**config.mk**
```make
export PLATFORM = sky130hd
export DESIGN_NAME = ntt_bram_port_adapter
export DESIGN_NICKNAME = d
export VERILOG_FILES = /design/src/rtl/ntt_bram_port_adapter.sv
export SDC_FILE = /design/constraint.sdc
export NUM_CORES = 1
export LEC_CHECK = 0
export BUFFER_PORTS_ARGS = -buffer_cell sky130_fd_sc_hd__buf_2
export CORE_ASPECT_RATIO = 1.5
export CORE_MARGIN = 1
export CORE_UTILIZATION = 25
export DETAILED_ROUTE_END_ITERATION = 7
export PLACE_DENSITY = 0.52
export SLEW_MARGIN = 20
export SYNTH_ARGS = -nofsm -noshare
export SYNTH_HDL_FRONTEND = slang
export SYNTH_SLANG_ARGS = --single-unit
```
**constraint.sdc**
```tcl
create_clock -name clk -period 7.2 [get_ports clk]
set_clock_uncertainty 0.15 [all_clocks]
set_input_delay 1.44 -clock clk [delete_from_list [all_inputs] [get_ports clk]]
set_output_delay 1.44 -clock clk [all_outputs]
set_load 0.05 [all_outputs]
```
**src/rtl/ntt_bram_port_adapter.sv**
```systemverilog
// ntt_bram_port_adapter
//
// Bridges the byte-addressed, 32-bit-word BRAM port of the AXI data slave to
// the coefficient memory banks of the NTT core. Every bus request is decoded
// into a bank/coefficient access, checked for legality, and answered in
// request order:
//   - write: bus_wack one cycle after the request.
//   - read:  bus_rvalid RD_LAT+2 cycles after the request.
// Illegal requests never touch memory. They still get a response with bus_err
// set, and they are tallied in a saturating err_count.
//
// Ports
//   clk, rst                    clock, synchronous active-high reset
//   bus_en/we/addr/wdata        bus request (one per cycle, no backpressure)
//   bus_rdata/rvalid/wack/err   bus responses
//   core_busy                   NTT running; requests in that cycle are rejected
//   mem_en/we/bank/addr/din     registered coefficient-memory request
//   mem_dout                    memory read data, RD_LAT cycles after mem_en
//   err_count                   saturating count of rejected accesses
module ntt_bram_port_adapter #(
  parameter int COEF_W     = 12,
  parameter int Q          = 3329,
  parameter int N_COEF     = 256,
  parameter int N_BANK     = 2,
  parameter int BUS_ADDR_W = 12,
  parameter int BUS_DATA_W = 32,
  parameter int RD_LAT     = 1,
  localparam int BANK_W    = (N_BANK > 1) ? $clog2(N_BANK) : 1,
  localparam int CIDX_W    = $clog2(N_COEF)
) (
  input  logic                  clk,
  input  logic                  rst,
  input  logic                  bus_en,
  input  logic                  bus_we,
  input  logic [BUS_ADDR_W-1:0] bus_addr,
  input  logic [BUS_DATA_W-1:0] bus_wdata,
  output logic [BUS_DATA_W-1:0] bus_rdata,
  output logic                  bus_rvalid,
  output logic                  bus_wack,
  output logic                  bus_err,
  input  logic                  core_busy,
  output logic                  mem_en,
  output logic                  mem_we,
  output logic [BANK_W-1:0]     mem_bank,
  output logic [CIDX_W-1:0]     mem_addr,
  output logic [COEF_W-1:0]     mem_din,
  input  logic [COEF_W-1:0]     mem_dout,
  output logic [7:0]            err_count
);

  localparam int unsigned TAG_DEPTH = RD_LAT + 1;

  typedef struct packed {
    logic is_read;
    logic err;
  } tag_t;

  // Request decode
  logic [BUS_ADDR_W-1:0] word_idx;
  logic [BUS_ADDR_W-1:0] bank_full;
  logic [BANK_W-1:0]     bank_sel;
  logic [CIDX_W-1:0]     coef_sel;
  logic                  bank_ok;
  logic                  wdata_ok;
  logic                  illegal;
  logic                  accept;

  always_comb begin
    word_idx  = bus_addr >> 2;
    bank_full = word_idx >> CIDX_W;
    bank_sel  = BANK_W'(bank_full);
    coef_sel  = word_idx[CIDX_W-1:0];
    bank_ok   = bank_full < BUS_ADDR_W'(N_BANK);
    wdata_ok  = bus_wdata < BUS_DATA_W'(Q);
    illegal   = (bus_addr[1:0] != 2'b00) || !bank_ok || core_busy ||
                (bus_we && !wdata_ok);
    accept    = bus_en && !illegal;
  end

  // Registered state
  logic                  mem_en_q;
  logic                  mem_we_q;
  logic [BANK_W-1:0]     mem_bank_q;
  logic [CIDX_W-1:0]     mem_addr_q;
  logic [COEF_W-1:0]     mem_din_q;
  logic                  wack_q;
  logic                  rvalid_q;
  logic                  err_q;
  logic [BUS_DATA_W-1:0] rdata_q;
  logic [7:0]            err_count_q;
  logic [7:0]            err_count_d;
  tag_t                  tag_q [TAG_DEPTH];

  // Error sources that become visible at the next edge: a rejected write is
  // acknowledged one cycle after its request, while a rejected read surfaces
  // when its tag leaves the latency chain. Both may coincide.
  logic wr_err;
  logic rd_err;
  logic rd_ok;
  logic [8:0] err_sum;

  always_comb begin
    wr_err  = bus_en && bus_we && illegal;
    rd_err  = tag_q[RD_LAT].is_read && tag_q[RD_LAT].err;
    rd_ok   = tag_q[RD_LAT].is_read && !tag_q[RD_LAT].err;
    err_sum = {1'b0, err_count_q} + 9'(wr_err) + 9'(rd_err);
    err_count_d = err_sum[8] ? 8'hFF : err_sum[7:0];
  end

  always_ff @(posedge clk) begin
    if (rst) begin
      mem_en_q    <= 1'b0;
      mem_we_q    <= 1'b0;
      mem_bank_q  <= '0;
      mem_addr_q  <= '0;
      mem_din_q   <= '0;
      wack_q      <= 1'b0;
      rvalid_q    <= 1'b0;
      err_q       <= 1'b0;
      rdata_q     <= '0;
      err_count_q <= '0;
      for (int unsigned i = 0; i < TAG_DEPTH; i++) begin
        tag_q[i] <= '0;
      end
    end else begin
      mem_en_q <= accept;
      mem_we_q <= accept && bus_we;
      // Address/data only move on accepted requests; with mem_en low they are
      // don't-care for the memory, so holding them saves toggling.
      if (accept) begin
        mem_bank_q <= bank_sel;
        mem_addr_q <= coef_sel;
        mem_din_q  <= bus_wdata[COEF_W-1:0];
      end

      // Tag stage i describes the request made i+1 cycles ago; the last stage
      // lines up with mem_dout of that request.
      tag_q[0] <= '{is_read: bus_en && !bus_we, err: illegal};
      for (int unsigned i = 1; i < TAG_DEPTH; i++) begin
        tag_q[i] <= tag_q[i-1];
      end

      wack_q      <= bus_en && bus_we;
      rvalid_q    <= tag_q[RD_LAT].is_read;
      rdata_q     <= rd_ok ? BUS_DATA_W'(mem_dout) : '0;
      err_q       <= wr_err || rd_err;
      err_count_q <= err_count_d;
    end
  end

  assign mem_en     = mem_en_q;
  assign mem_we     = mem_we_q;
  assign mem_bank   = mem_bank_q;
  assign mem_addr   = mem_addr_q;
  assign mem_din    = mem_din_q;
  assign bus_wack   = wack_q;
  assign bus_rvalid = rvalid_q;
  assign bus_err    = err_q;
  assign bus_rdata  = rdata_q;
  assign err_count  = err_count_q;

endmodule

```
Yosys cells after proc, flatten, opt, wreduce, memory -nomap -nowiden
Memories as Yosys holds them, arrays and structs flattened.
Cells that the tools add are included.
Operators by class
  reduce and logical (&&, ||, !) cells: 19
  bitwise operators: 3
  magnitude comparators: 2
  muxes and demuxes: 6
  add/sub/neg operators: 2
Operators by type and width (count)
  32-bit by 12-bit less-than comparator with 1-bit output (second input constant): 1
  8-bit by 1-bit adder with 9-bit output: 1
  9-bit by 1-bit adder with 9-bit output: 1
  1-bit logical AND: 8
  8-bit 2-to-1 mux: 1
  1-bit logical NOT: 5
  1-bit logical OR: 4
  2-bit 2-to-1 mux: 2
  1-bit 2-to-1 mux: 3
  2-bit less-than comparator (second input constant): 1
  1-bit bitwise OR: 2
  2-bit nonzero test: 1
  2-bit OR reduction: 1
  1-bit inverter: 1
Word-level totals
  register bits: 66
  logic and storage cells: 44
  input port bits: 61
  output and inout bits: 66
  memories: 1
  memory bits (writable): 4
Memory list
  tag_q: words 2, width 2, read ports 2, clocked after memory_dff 0, wr ports 2, line 92  | tag_t tag_q [TAG_DEPTH];

Depth between registers and ports, before layout
Gate-level depths: netlist of the first run.
  depth after elaboration: 9
  gate-level depth with buffers: 11
  depth with buffers taken out: 11

Worst setup path before layout of the first run
Ideal clock, no wire load.
  path kind: input-to-reg
  start: input bus_wdata[19]
  end: register err_count_q[4] (netlist: err_count[4])
  slack: 3.668 ns
  required time: 6.980 ns
  data arrival time: 3.312 ns
  cell stages on the path: 11
  path through: nor4_2 nand4_1 nor3_2 nand2_1 nand3_1 fa_1 inv_1 ha_1 and4_1 or2_2 a21oi_1
Between the ends
  longest elaborated chain between the ends: 8
RTL lines
  start: declaration: line 36  | input logic [BUS_DATA_W-1:0] bus_wdata,
  32-bit by 12-bit less-than comparator with 1-bit output: line 74  | wdata_ok = bus_wdata < BUS_DATA_W'(Q);
  1-bit logical NOT: line 76  | (bus_we && !wdata_ok);
  1-bit logical AND: line 76
  1-bit logical OR: line 75  | illegal = (bus_addr[1:0] != 2'b00) || !bank_ok || core_busy ||
  1-bit logical AND: line 103  | wr_err = bus_en && bus_we && illegal;
  8-bit by 1-bit adder with 9-bit output: line 106  | err_sum = {1'b0, err_count_q} + 9'(wr_err) + 9'(rd_err);
  9-bit by 1-bit adder with 9-bit output: line 106
  8-bit 2-to-1 mux: line 107  | err_count_d = err_sum[8] ? 8'hFF : err_sum[7:0];
  end signal: assignment: line 147  | err_count_q <= err_count_d;
  end: declaration: line 90  | logic [7:0] err_count_q;
Every way passes these cells.
A chain may end at the register's enable or synchronous reset.

Worst setup path in the final report of the first run
Ends and elaborated chain as after synthesis.

==> results of run 1 <==
-- cell usage in the layout (no fill, tap or decap), types with 2 or more instances in the layout --
master	synthesis	routed
nand2b_1	43	43
or2_2	2	2
dfxtp_1	50	50
nor2_1	3	3
buf_2	0	106
nand3_1	2	2
clkbuf_16	0	5
nand2_1	4	4
and2_1	12	12
nor4_2	3	3
nor4_1	4	4
a21oi_1	8	8
inv_1	5	5
nand4_1	3	3
nor2b_1	6	6
nor3_1	3	3
xor2_1	2	2
conb_1	1	20
mux2i_1	21	21
and4_1	2	2
-- sequential cells by signal, indices dropped and copies added (netlist names) --
register / cells
err_count: 8
bus_err: 1
mem_we: 1
mem_addr: 8
mem_din: 12
tag_q: 4
bus_wack: 1
bus_rdata: 12
mem_en: 1
bus_rvalid: 1
mem_bank: 1
-- metrics by stage --
step	total power [uW]	instances
floorplan	346	235
global placement	361	420
detailed placement	362	420
CTS	602	428
global route	615	428
finish	588	428
-- where the power goes --
group / total (uW) / switching [uW] / internal (uW)
logic: 73.3 / 50.6 / 22.7
clock network: 233 / 104 / 129
registers: 282 / 1.70 / 280
total: 588 / 156 / 432
-- layer usage --
metal | track usage (%) | part of all wire [%] | up-vias
met5 | 0 | 0 | -
met4 | 8.02 | 4.1 | 0
met3 | 3.13 | 5.5 | 15
met2 | 18.9 | 51 | 63
met1 | 12.2 | 39 | 770
li1 | - | - | 883
-- kinds of logic (layout without fill, tap and decap cells) --
family	Yosys count	count (layout)	synth area share, %
adder cells (fa/ha/maj)	2	2	1.50
AND/OR/NAND/NOR	91	91	27.2
other	1	20	0.173
buffers and inverters	34	120	10.0
flip-flops	50	50	46.1
XOR/XNOR	3	3	1.21
multiplexers	21	21	9.69
AO/OA/AOI/OAI	14	14	4.04
-- worst paths after layout --
path,end,slack [ns]
min,tag_q[0][2]$_SDFF_PP0_,0.29
max,err_count[4]$_SDFF_PP0_,3.59
max reg2reg,err_count[2]$_SDFF_PP0_,5.08
min reg2reg,tag_q[0][2]$_SDFF_PP0_,0.29
-- worst reg2reg max path, stage by stage (launching register included) --
cell	delay [ns]
dfxtp_1	0.36
nand2_1	0.10
fa_1	0.42
inv_1	0.07
ha_1	0.18
and4_1	0.28
nand4_1	0.27
a21oi_1	0.22
-- layout make-up --
class | count | area share (%)
multi-input cells | 151 | 35.7
flip-flops and latches | 50 | 35.0
repair buffers | 107 | 18.8
well taps | 107 | 4.68
clock buffers | 5 | 4.37
clock inverters | 3 | 0.744
inverters | 5 | 0.656
==> metrics.cfg, run 1 <==
[die]
initial_core_util_pct=25.8
io_pins=127
die_w_um=78.1
rows=41
core-area_sq_mm=0.00841
die_area_sq_mm=0.00906
die_h_um=116

[grt]
gr-total-overflow=0
grt_pass1_wl_mm=7.71
grt_max_degree=57
track_usage_pct=11.3
antenna_found_initial=0
grt_pass1_vias=1602

[run_status]
status=finished, final reports clean

[detailed_routing]
route.detailed.drc=0
drt_iter0_drc=35
routedWlPerCell_um=11.6
vias_per_cell=4.04
drt-pass1-iter-count=4
vias=1731
finalWirelength_mm=4.98
postRouteAntennaNets=0

[power]
p_leak_uw=0.00146
pwr_density_cell_mw_per_mm2=206
ir_drop_mv=0.0787

[place]
dp_hpwl_mm=3.76
dp_slack_ns=3.25
post_dp_cell_area_sq_mm=0.00271
gp_congestion=0.747
numPortBuffers=106

[setup_path]
worst-path-max-fanout=5
setup.worst_path.start=bus_wdata[19]
crit_type=in -> reg
cp_top_family=simple AND/OR/NAND/NOR gates
rr_startpoint=tag_q[0][2]$_SDFF_PP0_
cpPeakStageDelay_ns=0.38
cp_slowest_cell=nor3_2
timing.critical_path.buf_inv=2
crit_arrival_ns=3.68
cp_cell_sequence=buf_2 > nor4_2 > nand4_1 > nor3_2 > nand2_1 > nand3_1 > fa_1 > inv_1 > ha_1 > and4_1 > or2_2 > a21oi_1
crit_required_ns=7.27
r2r_cells=7
end_kind=register
cp-start-kind=input pin
cp.depth=12

[clock_network]
cts_buffer_depth=2
post_cts_buffers=0
clkSinkCount=50
cts.reportedPaths.clkPinSlew_ns=0.07
cts_max_level=2
cts_buffers=5
clockRootBuffer=clkbuf_16
clkLatencyLatePin_ns=0.29
cts_hold_buf=0
tritoncts=built
post_cts_resize_count=0

[synthesis]
yosysWarnings=0
yosysMostFrequentCell=dfxtp_1
synthTopCellsByCount=dfxtp_1 (50), nand2b_1 (43), mux2i_1 (21)
async_reset_ff_share_pct=0
synth_top_area_cell=dfxtp_1
syn_avg_cell_area_sq_um=10.0
synth_seq_cells=50
yosysSeqAreaShare_pct=46.1
yosys_most_used_dff=dfxtp_1
synth_edf_count=0
syn_inst=216
synth_cell_types=34
synthTopCellsByArea=dfxtp_1 (46%), nand2b_1 (12%), mux2i_1 (9.7%), buf_4 (6.9%), and2_1 (3.5%)
syn_area_sq_mm=0.00217
synth_top_area_share_pct=46.1

[layout]
final_nets=383
antennaDiodeCount=0
final_area_sq_mm=0.00286
final_core_util_pct=34.0
nFillCells=906
regArea_sq_mm=0.00100
drive_gt1_share_pct=38.6
syn2layout_area_growth_pct=31.8
multiInputGateArea_sq_mm=0.00102

[sta]
slew_headroom_pct=48.4
fmax_mhz=277
drv_slew=0
hold_violations=0
setup_viol_count_final=0
worst_slack_ns=3.59
tightest_slew_ns=0.773
fin_crit_ns=3.61
rsz0062_at_grt=no
tns_ns=0
timing.final.crit_share_pct=50.2
timing.hold.ws_ns=0.290

[min_path]
holdPathStages=1
min_from=tag_q[0][0]$_SDFF_PP0_
hold_path.class=reg -> reg

[job]
drv_cap=0

Note: power is estimated with default switching activity, not from simulation.
==> run 2, diff against run 1 <==
==> constraint.sdc (replaced) <==
create_clock -name clk -period 3.4 [get_ports clk]
set_clock_uncertainty 0.15 [all_clocks]
set_input_delay 0.68 -clock clk [delete_from_list [all_inputs] [get_ports clk]]
set_output_delay 0.68 -clock clk [all_outputs]
set_load 0.05 [all_outputs]
==> run 2 against run 1 <==
Highest routed layer is now met5. Largest cell class unchanged. Register-to-register slack got worse by 3.8 ns. Setup slack worse by 3.1 ns. Clock power grew to 2.8 times the previous value. Sequential share of layout area down 0.57 points. Critical path depth did not move. Flip-flop and latch count stayed put. Global-route usage increased by 0.15 points. Utilization grew 0.57 points. Die area is the same. Cell count unchanged. Non-clock buffer count unchanged. Critical endpoint unchanged. Sequential power rose by 110%.
==> metrics.cfg, run 2 (synthesis results as in run 1) <==
[die]
io_pins=127
die_w_um=78.1
die_area_sq_mm=0.00906
initial_core_util_pct=25.8
die_h_um=116
core-area_sq_mm=0.00841
rows=41

[grt]
grt_pass1_wl_mm=7.83
grt_pass1_vias=1628
track_usage_pct=11.4
antenna_found_initial=1
grt_max_degree=57
gr-total-overflow=0

[sta]
slew_headroom_pct=49.9
hold_violations=0
timing.hold.ws_ns=0.292
fmax_mhz=342
timing.final.crit_share_pct=85.9
fin_crit_ns=2.92
tightest_slew_ns=0.752
rsz0062_at_grt=no
tns_ns=0
setup_viol_count_final=0
drv_slew=0

[clock_network]
post_cts_buffers=0
tritoncts=built
cts_hold_buf=0
clkLatencyLatePin_ns=0.29
clockRootBuffer=clkbuf_16
cts.reportedPaths.clkPinSlew_ns=0.07
post_cts_resize_count=0
cts_buffers=5
cts_buffer_depth=2
clkSinkCount=50
cts_max_level=2

[job]
drv_cap=0

[setup_path]
crit_type=in -> reg
rr_startpoint=tag_q[0][2]$_SDFF_PP0_
cp-start-kind=input pin
crit_arrival_ns=2.99
crit_required_ns=3.47
end_kind=register
worst-path-max-fanout=5
setup.worst_path.start=bus_wdata[19]

[run_status]
status=finished, final reports clean

[power]
pwr_density_cell_mw_per_mm2=479
p_leak_uw=0.00148
p_total_uw=1390
ir_drop_mv=0.163

[min_path]
min_from=tag_q[0][1]$_SDFF_PP0_
hold_path.class=reg -> reg

[layout]
drive_gt1_share_pct=38.6
syn2layout_area_growth_pct=34.0
final_core_util_pct=34.6
final_common_cell=buf_2
antennaDiodeCount=0
final_area_sq_mm=0.00291
final_nets=383
layout_common_cells=buf_2 (106), dfxtp_1 (50), nand2b_1 (43), mux2i_1 (21), conb_1 (20)
nFillCells=903

[place]
dp_hpwl_mm=3.76
post_dp_cell_area_sq_mm=0.00271
gp_congestion=0.747
numPortBuffers=106

[detailed_routing]
routedWlPerCell_um=11.7
drt-pass1-iter-count=4
vias=1759
finalWirelength_mm=4.99
drt_iter0_drc=28
vias_per_cell=4.11
postRouteAntennaNets=0
route.detailed.drc=0

-- run 2: through the flow --
step                cells  setup slack (ns)
floorplan             235             0.628
global placement      420             0.298
detailed placement    420             0.211
CTS                   428             0.507
global route          428             0.223
finish                428             0.480
-- run 2: worst max-delay path, cell delays in order --
cell and delay [ns]:
buf_2 0.11, nor4_2 0.31, nand4_1 0.18, nor3_2 0.39, nand2_1 0.09, nand3_1 0.10, fa_1 0.19, inv_1 0.05
ha_1 0.20, and4_1 0.25, or2_2 0.30, a21oi_1 0.13
-- run 2: worst paths after layout --
check                            end  slack, ns  cells past startpoint
max          err_count[4]$_SDFF_PP0_       0.48                     12
min           tag_q[0][3]$_SDFF_PP0_       0.29                      1
max reg2reg  err_count[1]$_SDFF_PP0_       1.28                      7
min reg2reg   tag_q[0][3]$_SDFF_PP0_       0.29                      1
-- run 2: metal layers --
| metal | track usage (%) | share of wire, % | up-vias |
|---|---|---|---|
| met2 | 19.4 | 51 | 66 |
| met4 | 7.41 | 3.8 | 2 |
| met3 | 3.83 | 6.4 | 16 |
| met1 | 12.1 | 38 | 789 |
| met5 | 0 | 0.26 | - |
| li1 | - | - | 886 |
-- run 2: power breakdown --
part / total, uW / internal [uW] / switching (uW)
logic: 155 / 48.1 / 107
registers: 597 / 594 / 3.44
clock network: 642 / 423 / 219
total: 1390 / 1060 / 329
-- run 2: cell type report --
type                    count  area [sq um]  share of cell area (%)
multi-input cells         151          1020                    35.2
flip-flops and latches     50          1000                    34.4
repair buffers            107           538                    18.5
well taps                 107           134                    4.60
clock buffers               5           125                    4.30
clock inverters             3          68.8                    2.37
inverters                   5          18.8                   0.645
